File: config.mk
export PLATFORM = sky130hd
export DESIGN_NAME = dig_display_ctrl
export DESIGN_NICKNAME = d
export VERILOG_FILES = /design/src/rtl/dig_pkg.sv /design/src/rtl/hex_to_seg7.sv /design/src/rtl/dig_display_ctrl.sv
export SDC_FILE = /design/constraint.sdc
export NUM_CORES = 1
export LEC_CHECK = 0
export BUFFER_PORTS_ARGS = -buffer_cell sky130_fd_sc_hd__buf_4
export CAP_MARGIN = 20
export CELL_PAD_IN_SITES_DETAIL_PLACEMENT = 1
export CELL_PAD_IN_SITES_GLOBAL_PLACEMENT = 1
export CORE_ASPECT_RATIO = 1.75
export CORE_MARGIN = 5
export CORE_UTILIZATION = 39
export CTS_CLUSTER_SIZE = 24
export DETAILED_ROUTE_END_ITERATION = 10
export PLACE_DENSITY_LB_ADDON = 0.05
export SLEW_MARGIN = 15
export SYNTH_ARGS = -nofsm -noshare
export SYNTH_HDL_FRONTEND = slang
export SYNTH_SLANG_ARGS = --single-unit
File: constraint.sdc
create_clock -name clk -period 3.1 [get_ports clk]
set_input_delay 0 -clock clk [delete_from_list [all_inputs] [get_ports clk]]
set_output_delay 0 -clock clk [all_outputs]
set_load 0.05 [all_outputs]
File: src/rtl/dig_pkg.sv
// Shared constants for the 8-digit 7-segment display controller.
// Register offsets, hex7 glyph table and blank/reset values.
package dig_pkg;

  localparam logic [31:0] DIG_OFF_DATA = 32'h0;
  localparam logic [31:0] DIG_OFF_CTRL = 32'h4;

  localparam logic [7:0] DIG_BLANK   = 8'hFF;
  localparam logic [7:0] DIG_EN_ALL  = 8'hFF;
  localparam logic [7:0] DIG_DP_NONE = 8'h00;

  // Active-high {g,f,e,d,c,b,a}, entry i is the glyph for nibble i
  localparam logic [15:0][6:0] HEX7_LUT = {
    7'h71, 7'h79, 7'h5E, 7'h39,
    7'h7C, 7'h77, 7'h6F, 7'h7F,
    7'h07, 7'h7D, 7'h6D, 7'h66,
    7'h4F, 7'h5B, 7'h06, 7'h3F
  };

  function automatic logic [7:0] dig_sel(
    input logic [2:0] idx
  );
    return ~(8'b1 << idx);
  endfunction

endpackage

File: src/rtl/hex_to_seg7.sv
// Combinational nibble to 7-segment glyph decoder.
// Output is active-high {g,f,e,d,c,b,a}.
module hex_to_seg7
  import dig_pkg::*;
(
  input  logic [3:0] nib,
  output logic [6:0] seg
);

  assign seg = HEX7_LUT[nib];

endmodule

File: src/rtl/dig_display_ctrl.sv
// Bus responder that scans 8 hex digits onto shared segment lines.
// Optional CTRL register (digit/dp masks) enabled by DIG_CTRL_REG_EN.
module dig_display_ctrl
  import dig_pkg::*;
#(
  parameter int SCAN_DIV = 2000,
  parameter int CNT_W    = 16
) (
  input  logic        clk,
  input  logic        rst,
  input  logic [31:0] addr,
  input  logic [3:0]  we,
  input  logic [31:0] wdata,
  output logic [7:0]  dig_en,
  output logic [7:0]  seg
);

  logic [31:0]      data_q;
  logic [CNT_W-1:0] scan_cnt;
  logic [2:0]       dig_idx;
  logic [7:0]       en_mask;
  logic [7:0]       dp_mask;
  logic [3:0]       nib;
  logic [6:0]       hex;
  logic             wr;
  logic             wr_data;
  logic             scan_wrap;

  assign wr        = |we;
  assign wr_data   = wr && (addr[2] == DIG_OFF_DATA[2]);
  assign scan_wrap = scan_cnt == CNT_W'(SCAN_DIV - 1);
  assign nib       = data_q[{dig_idx, 2'b00} +: 4];

  hex_to_seg7 u_hex (
    .nib (nib),
    .seg (hex)
  );

  always_ff @(posedge clk) begin
    if (rst) begin
      data_q <= '0;
    end else if (wr_data) begin
      for (int i = 0; i < 4; i++) begin
        if (we[i]) data_q[8*i +: 8] <= wdata[8*i +: 8];
      end
    end
  end

`ifdef DIG_CTRL_REG_EN
  logic wr_ctrl;
  logic unused_addr;

  assign wr_ctrl     = wr && (addr[2] == DIG_OFF_CTRL[2]);
  assign unused_addr = ^{addr[31:3], addr[1:0]};

  always_ff @(posedge clk) begin
    if (rst) begin
      en_mask <= DIG_EN_ALL;
      dp_mask <= DIG_DP_NONE;
    end else if (wr_ctrl) begin
      if (we[0]) en_mask <= wdata[7:0];
      if (we[1]) dp_mask <= wdata[15:8];
    end
  end
`else
  logic unused_addr;

  assign unused_addr = ^{addr[31:3], addr[1:0]};
  assign en_mask     = DIG_EN_ALL;
  assign dp_mask     = DIG_DP_NONE;
`endif

  always_ff @(posedge clk) begin
    if (rst) begin
      scan_cnt <= '0;
      dig_idx  <= '0;
    end else if (scan_wrap) begin
      scan_cnt <= '0;
      dig_idx  <= dig_idx + 3'd1;
    end else begin
      scan_cnt <= scan_cnt + CNT_W'(1);
    end
  end

  // Both outputs register on the same edge so enables and segments never skew
  always_ff @(posedge clk) begin
    if (rst) begin
      dig_en <= DIG_BLANK;
      seg    <= DIG_BLANK;
    end else begin
      dig_en <= en_mask[dig_idx] ? dig_sel(dig_idx) : DIG_BLANK;
      seg    <= {~dp_mask[dig_idx], ~hex};
    end
  end

endmodule

==> impl_results.md, run 1 <==
* Peak supply drop at 0.000278 V
* Ys async rst share at 0%
* Min Tclk post-route at 2.43 ns
* Worst-path clk slew at 0.05 ns
* Combinational share of power at 10.8%
* Met3 routed WL at 264 µm
* Seq/Total Area, Yosys at 45.2%
* Detailed Routing Iterations Pass 1 at 4
* Avg Inst Size Synth at 10.1 µm²
* DPL Wire Length at 5.12 mm
* Number of synthesized flops with an enable pin at 0
* Most area-consuming cells after synthesis: dfxtp_1, mux2i_1, nor2_1
* Fillers at 797
* CTS buffer count at 9
* Post-CTS sizing at 0
* H-tree depth at 3
* Synth unique cells at 37
* Largest net degree at the start of global routing at 42
* Vias per Instance at 5.06
* Met2 WL at 4.04 mm
* Fmax at 411 MHz
* I/O Buffers at 53
* Pleak at 1.72 nW
* Setup bufs post-CTS at 0
* Area leader, netlist: dfxtp_1
* DR WL/cell at 15.1 µm
* Final Cell Area at 0.00402 mm²
* Initial antenna violation count at 0
* Die height at 125 µm
* I/O pin count at 86
* Commonest cells in the synthesized netlist: dfxtp_1, nor2_1, mux2i_1
* Starting Density at 40.2%
* Relative slew margins at 33.2%
* Slew Viols, Final at 0
* Synth Net Count at 372
* Vias in the first global route at 2571
* Root buffer cell: clkbuf_16
* Total GRT Usage at 17.0%
* Cell row count at 41
* FF/Latch Area at 0.00132 mm²
* Setup tns final at 0 ns
* Primary FF master, synth: dfxtp_1
* Core Region at 0.00728 mm²
* R2R setup slack at 0.67 ns
* Worst Reg-to-Reg Cells at 7
* Area after DPL at 0.00341 mm²
* CP startpoint: dig_idx[0]
* Cell Pwr Density at 523 mW/mm²
* Synth Register Bits at 66
* Crit path to: seg[3]
* Setup CP Type: reg -> reg
* Worst min path class: in -> reg
* CTS tree: done
* Total grt overflow at 0
* ANT nets after route at 0
* Slew @ Worst Pin at 1.00 ns
* Iter 0 DRT Violations at 89
* Top cell type's share of synthesized area at 45.2%
* NetSw at 467 µW
* Startpoint types: register
* # setup viols final at 0
* WL final at 7.09 mm
* Critical-path maximum fanout at 5
* Die area at 0.00940 mm²
* Area delta synth->final at 37.4%
* Worst R2R End: seg[3]
* Top Layer Used: met4
* Routed via count at 2375
* Die W at 75.5 µm
* Post-Syn Area at 0.00293 mm²
* Layout Skew at 0.00663 ns
* Synth Warn # at 0
* Status: completed
* Cells after Synth at 289
* WP data arrival at 2.62 ns
* First-pass GRT wire length at 12.2 mm
* Final Hold Viols at 0
* RSZ-0062 raised after global routing: no
* DRC viols at 0
* Required @ worst endpoint at 3.29 ns
* Worst hold stages at 2
* Clk pwr share at 46.5%
* CTS Buffer Depth at 2
* FF-to-FF Start: dig_idx[0]
* Count leader, synth: dfxtp_1
* Nets at 462
* Internal at 1.64 mW
* Worst-Skew Late Latency at 0.33 ns
* Multi-input logic area at 0.00151 mm²
* GP Congestion at 0.752
* ANT cells at 0
* Clk sink count at 66
* M1 wire length at 2.63 mm
* Number of max-cap violations at 0
* Crit end category: register
* Seq pwr share at 42.7%
* Hold buffers post-CTS at 32
* Share of layout cells above drive strength 1 at 20.1%
* Final worst-path cycle share at 78.5%
* Switching part of the total at 22.2%
## power by group through the flow
stage	combinational, mW	clock [mW]	sequential (mW)
6_report	0.228	0.979	0.898
5_1_grt	0.249	1.05	0.901
4_1_cts	0.230	1.01	0.898
3_5_place_dp	0.197	0	0.916
3_3_place_gp	0.194	0	0.915
2_1_floorplan	0.0922	0	0.942
## state kept, by name, summed over array words and instances, names as in the netlist
| signal | flops |
|---|---|
| seg | 7 |
| dig_idx | 3 |
| scan_cnt | 16 |
| data_q | 32 |
| dig_en | 8 |
## final cells by class
class,instances,area share [%]
inverters,8,0.747
flip-flops and latches,66,32.9
clock inverters,2,0.934
repair buffers,91,19.0
multi-input cells,203,37.6
well taps,86,2.68
clock buffers,13,6.22
## critical path, cell delays in order, from the launching register on
cell and delay (ns):
dfxtp_1 0.45, buf_4 0.20, mux4_1 0.61, mux2i_1 0.23, inv_1 0.10, ha_1 0.22
a2111oi_0 0.41, a31oi_1 0.08
## metrics by stage
| step | std cells | power [mW] | worst slack, ns | hold WS (ns) | utilization (%) |
|---|---|---|---|---|---|
| 4_1_cts | 469 | 2.14 | 0.602 | 0.0986 | 55.2 |
| 3_5_place_dp | 422 | 1.11 | 0.623 | 0.244 | 46.8 |
| 5_1_grt | 469 | 2.20 | 0.489 | 0.104 | 55.2 |
| 2_1_floorplan | 289 | 1.03 | 0.682 | 0.147 | - |
| 6_report | 469 | 2.10 | 0.667 | 0.0941 | 55.2 |
| 3_3_place_gp | 422 | 1.11 | 0.688 | 0.233 | 46.8 |
## how the worst min path moves through the flow
stage,to,from
global placement,data_q[11],wdata[11]
finish,data_q[20],rst
floorplan,data_q[11],wdata[11]
detailed placement,data_q[21],wdata[21]
CTS,data_q[20],rst
global route,data_q[27],rst
## per-layer routing
layer  track usage [%]  vias to the layer above
li1                  -                     1182
met2              29.9                       45
met1              18.2                     1135
met4              8.14                        0
met3              3.88                       13
met5                 0                        -
## cell families after synthesis
logic type,synth area share [%]
xor gates and xnor gates,4.49
and+or+nand+nor,16.1
muxes,20.3
AOI/OAI and AO/OA,5.00
DFF,45.2
adders and majority gates,5.56
buffers and inverters,3.21
other,0.128
## placed cells by master (no fill, tap or decap), types with 7 or more instances in the layout
master	n
mux2i_1	38
dlygate4sd3_1	32
nand2_1	15
clkbuf_16	9
nand3_1	9
dfxtp_1	66
nor2_1	58
buf_4	59
inv_1	7
ha_1	13
xor2_1	9
Note: power is estimated with default switching activity, not from simulation.
==> run 2, diff against run 1 <==
==> constraint.sdc (replaced) <==
create_clock -name clk -period 2.31 [get_ports clk]
set_input_delay 0 -clock clk [delete_from_list [all_inputs] [get_ports clk]]
set_output_delay 0 -clock clk [all_outputs]
set_load 0.05 [all_outputs]
==> impl_results.md, run 2 (synthesized netlist as in run 1, its figures left out) <==
* Status: completed
* Startpoint types: register
* Layout Skew at 0.00621 ns (-0.000427 ns)
* Met3 routed WL at 240 µm (-9.1%)
* Pleak at 1.74 nW (+1.6%)
* WL final at 7.48 mm (+5.6%)
* Routed via count at 2417 (+1.8%)
* Top Layer Used: met4
* Setup bufs post-CTS at 0 (unchanged)
* Setup CP Type: reg -> reg
* Cell Pwr Density at 694 mW/mm² (+33%)
* Setup tns final at 0 ns (unchanged)
* M1 wire length at 2.68 mm (+1.9%)
* CTS Buffer Depth at 2 (unchanged)
* CP cell instances: buf_4 -> mux4_2 -> mux2i_4 -> inv_1 -> ha_1 -> a21boi_2 -> a2111oi_2 -> a31oi_1
* Max reg flops at 32 (unchanged)
* H-tree depth at 3 (unchanged)
* DPL Wire Length at 5.33 mm (+4.1%)
* Initial antenna violation count at 0 (unchanged)
* Switching part of the total at 23.9% (+1.7 points)
* Internal at 2.18 mW (+33%)
* Commonest non-fill, non-tap cell in the layout: buf_4
* Final Cell Area at 0.00412 mm² (+2.6%)
* # setup viols final at 0 (unchanged)
* DRC viols at 0 (unchanged)
* Area after DPL at 0.00351 mm² (+2.9%)
* Total GRT Usage at 17.5% (+0.46 points)
* Die area at 0.00940 mm² (unchanged)
* ANT nets after route at 0 (unchanged)
* Relative slew margins at 65.6% (+32 points)
* Top Registers: data_q: 32 flops, scan_cnt: 16 flops, dig_en: 8 flops
* Area delta synth->final at 41.0%
* Most frequent cells in the layout: buf_4, dfxtp_1, nor2_1
* Peak supply drop at 0.000485 V (+74%)
* Clk pwr share at 46.6% (about the same)
* Slew @ Worst Pin at 0.517 ns (-0.483 ns)
* CP max stage delay at 0.53 ns (-0.08 ns)
* Starting Density at 40.2% (unchanged)
* CTS buffer count at 9 (unchanged)
* Number of max-cap violations at 0 (unchanged)
* Detailed Routing Iterations Pass 1 at 4 (unchanged)
* RSZ-0062 raised after global routing: no
* Die height at 125 µm (unchanged)
* Final worst-path cycle share at 94.1% (+16 points)
* Combinational share of power at 11.3% (+0.5 points)
* Largest net degree at the start of global routing at 42 (unchanged)
* Iter 0 DRT Violations at 59 (-34%)
* Core Region at 0.00728 mm² (unchanged)
* ANT cells at 0 (unchanged)
* Met2 WL at 4.35 mm (+7.6%)
* Final Hold Viols at 0 (unchanged)
* Cell row count at 41 (unchanged)
* Seq pwr share at 42.1% (-0.6 points)
* I/O pin count at 86 (unchanged)
* Crit end category: register
* Vias in the first global route at 2679 (+4.2%)
* Nets at 472 (+2.2%)
* Die W at 75.5 µm (unchanged)
* Worst min path class: in -> reg
* DR WL/cell at 15.6 µm (+3.2%)
* Worst-Skew Late Latency at 0.33 ns (about the same)
* Critical-path maximum fanout at 4 (-1)
* NetSw at 685 µW (+47%)
* Clk sink count at 66 (unchanged)
* Biggest register: data_q
* Fmax at 460 MHz (+12%)
* Slew Viols, Final at 0 (unchanged)
* Total grt overflow at 0 (unchanged)
* Worst-path clk slew at 0.05 ns (about the same)
* Share of layout cells above drive strength 1 at 24.9% (+4.8 points)
* First-pass GRT wire length at 12.5 mm (+2.9%)
* CTS tree: done
* Min Tclk post-route at 2.17 ns (-0.260 ns)
* I/O Buffers at 53 (unchanged)
* WP data arrival at 2.37 ns (-0.25 ns)
* Vias per Instance at 5.04 (-0.56%)
* GP Congestion at 0.799 (+6.3%)
* Root buffer cell: clkbuf_16
* Slowest-stage cell, CP: mux4_2
* Fillers at 816 (+2.4%)
* Required @ worst endpoint at 2.50 ns (-0.79 ns)
==> run 2: cell count changes in the layout (fill, tap and decap cells not counted), sizes merged <==
cell      previous run  this run
clkinvlp             1         4
buf                 59        69
clkbuf              13         9
clkinv               1         3
==> run 2: stage by stage <==
step / power, mW / hold slack (ns) / worst slack [ns] / instances / utilization [%]
after floorplan: 1.39 / 0.147 / 0.0271 / 289 / -
after global placement: 1.50 / 0.232 / 0.106 / 432 / 48.2
after detailed placement: 1.51 / 0.244 / 0.0285 / 432 / 48.2
after CTS: 2.90 / 0.0918 / 0.0153 / 480 / 56.6
after global routing: 2.98 / 0.106 / 0.00952 / 480 / 56.6
final: 2.86 / 0.0934 / 0.137 / 480 / 56.6
==> run 2: worst max-delay path: cells and delay by family (launching register included) <==
| family | cells | cell delay (ns) |
|---|---|---|
| mux | 2 | 0.69 |
| compound gates | 3 | 0.59 |
| flops | 1 | 0.35 |
| buf+inv | 2 | 0.24 |
| fa+ha+maj | 1 | 0.17 |
==> run 2: power groups by stage <==
| stage | logic [mW] | clock network (mW) | registers, mW |
|---|---|---|---|
| after CTS | 0.324 | 1.37 | 1.20 |
| after global placement | 0.273 | 0 | 1.23 |
| final | 0.323 | 1.33 | 1.20 |
| after detailed placement | 0.280 | 0 | 1.23 |
| after global routing | 0.350 | 1.42 | 1.21 |
| after floorplan | 0.127 | 0 | 1.26 |
==> run 2: timing repair <==
item	in CTS	in global routing
hold buffers	32	0
gates resized for setup	1	4
setup endpoints to repair	1	5
hold endpoints to repair	32	0
==> run 2: area by class of cell <==
type                            count  area [µm²]  area share (%)
Multi-Input combinational cell    203        1530            37.0
Sequential cell                    66        1320            32.1
Timing Repair Buffer              101         842            20.4
Clock buffer                        9         225            5.46
Tap cell                           86         108            2.61
Clock inverter                      7        70.1            1.70
Inverter                            8        30.0           0.728
==> run 2: path summary, 6_finish.rpt <==
path	to	cells past startpoint	startpoint	slack, ns
worst max-delay path	seg[3]	8	dig_idx[0]	0.14
worst min-delay path	data_q[20]	2	rst	0.09
worst max register to register	seg[3]	8	dig_idx[0]	0.14
worst min register to register	scan_cnt[0]	1	scan_cnt[0]	0.47
==> run 2: per-layer routing <==
layer / global-route usage [%] / up-vias
met2: 31.5 / 49
met1: 17.8 / 1166
met4: 10.2 / 0
met5: 0 / -
met3: 2.83 / 12
li1: - / 1190
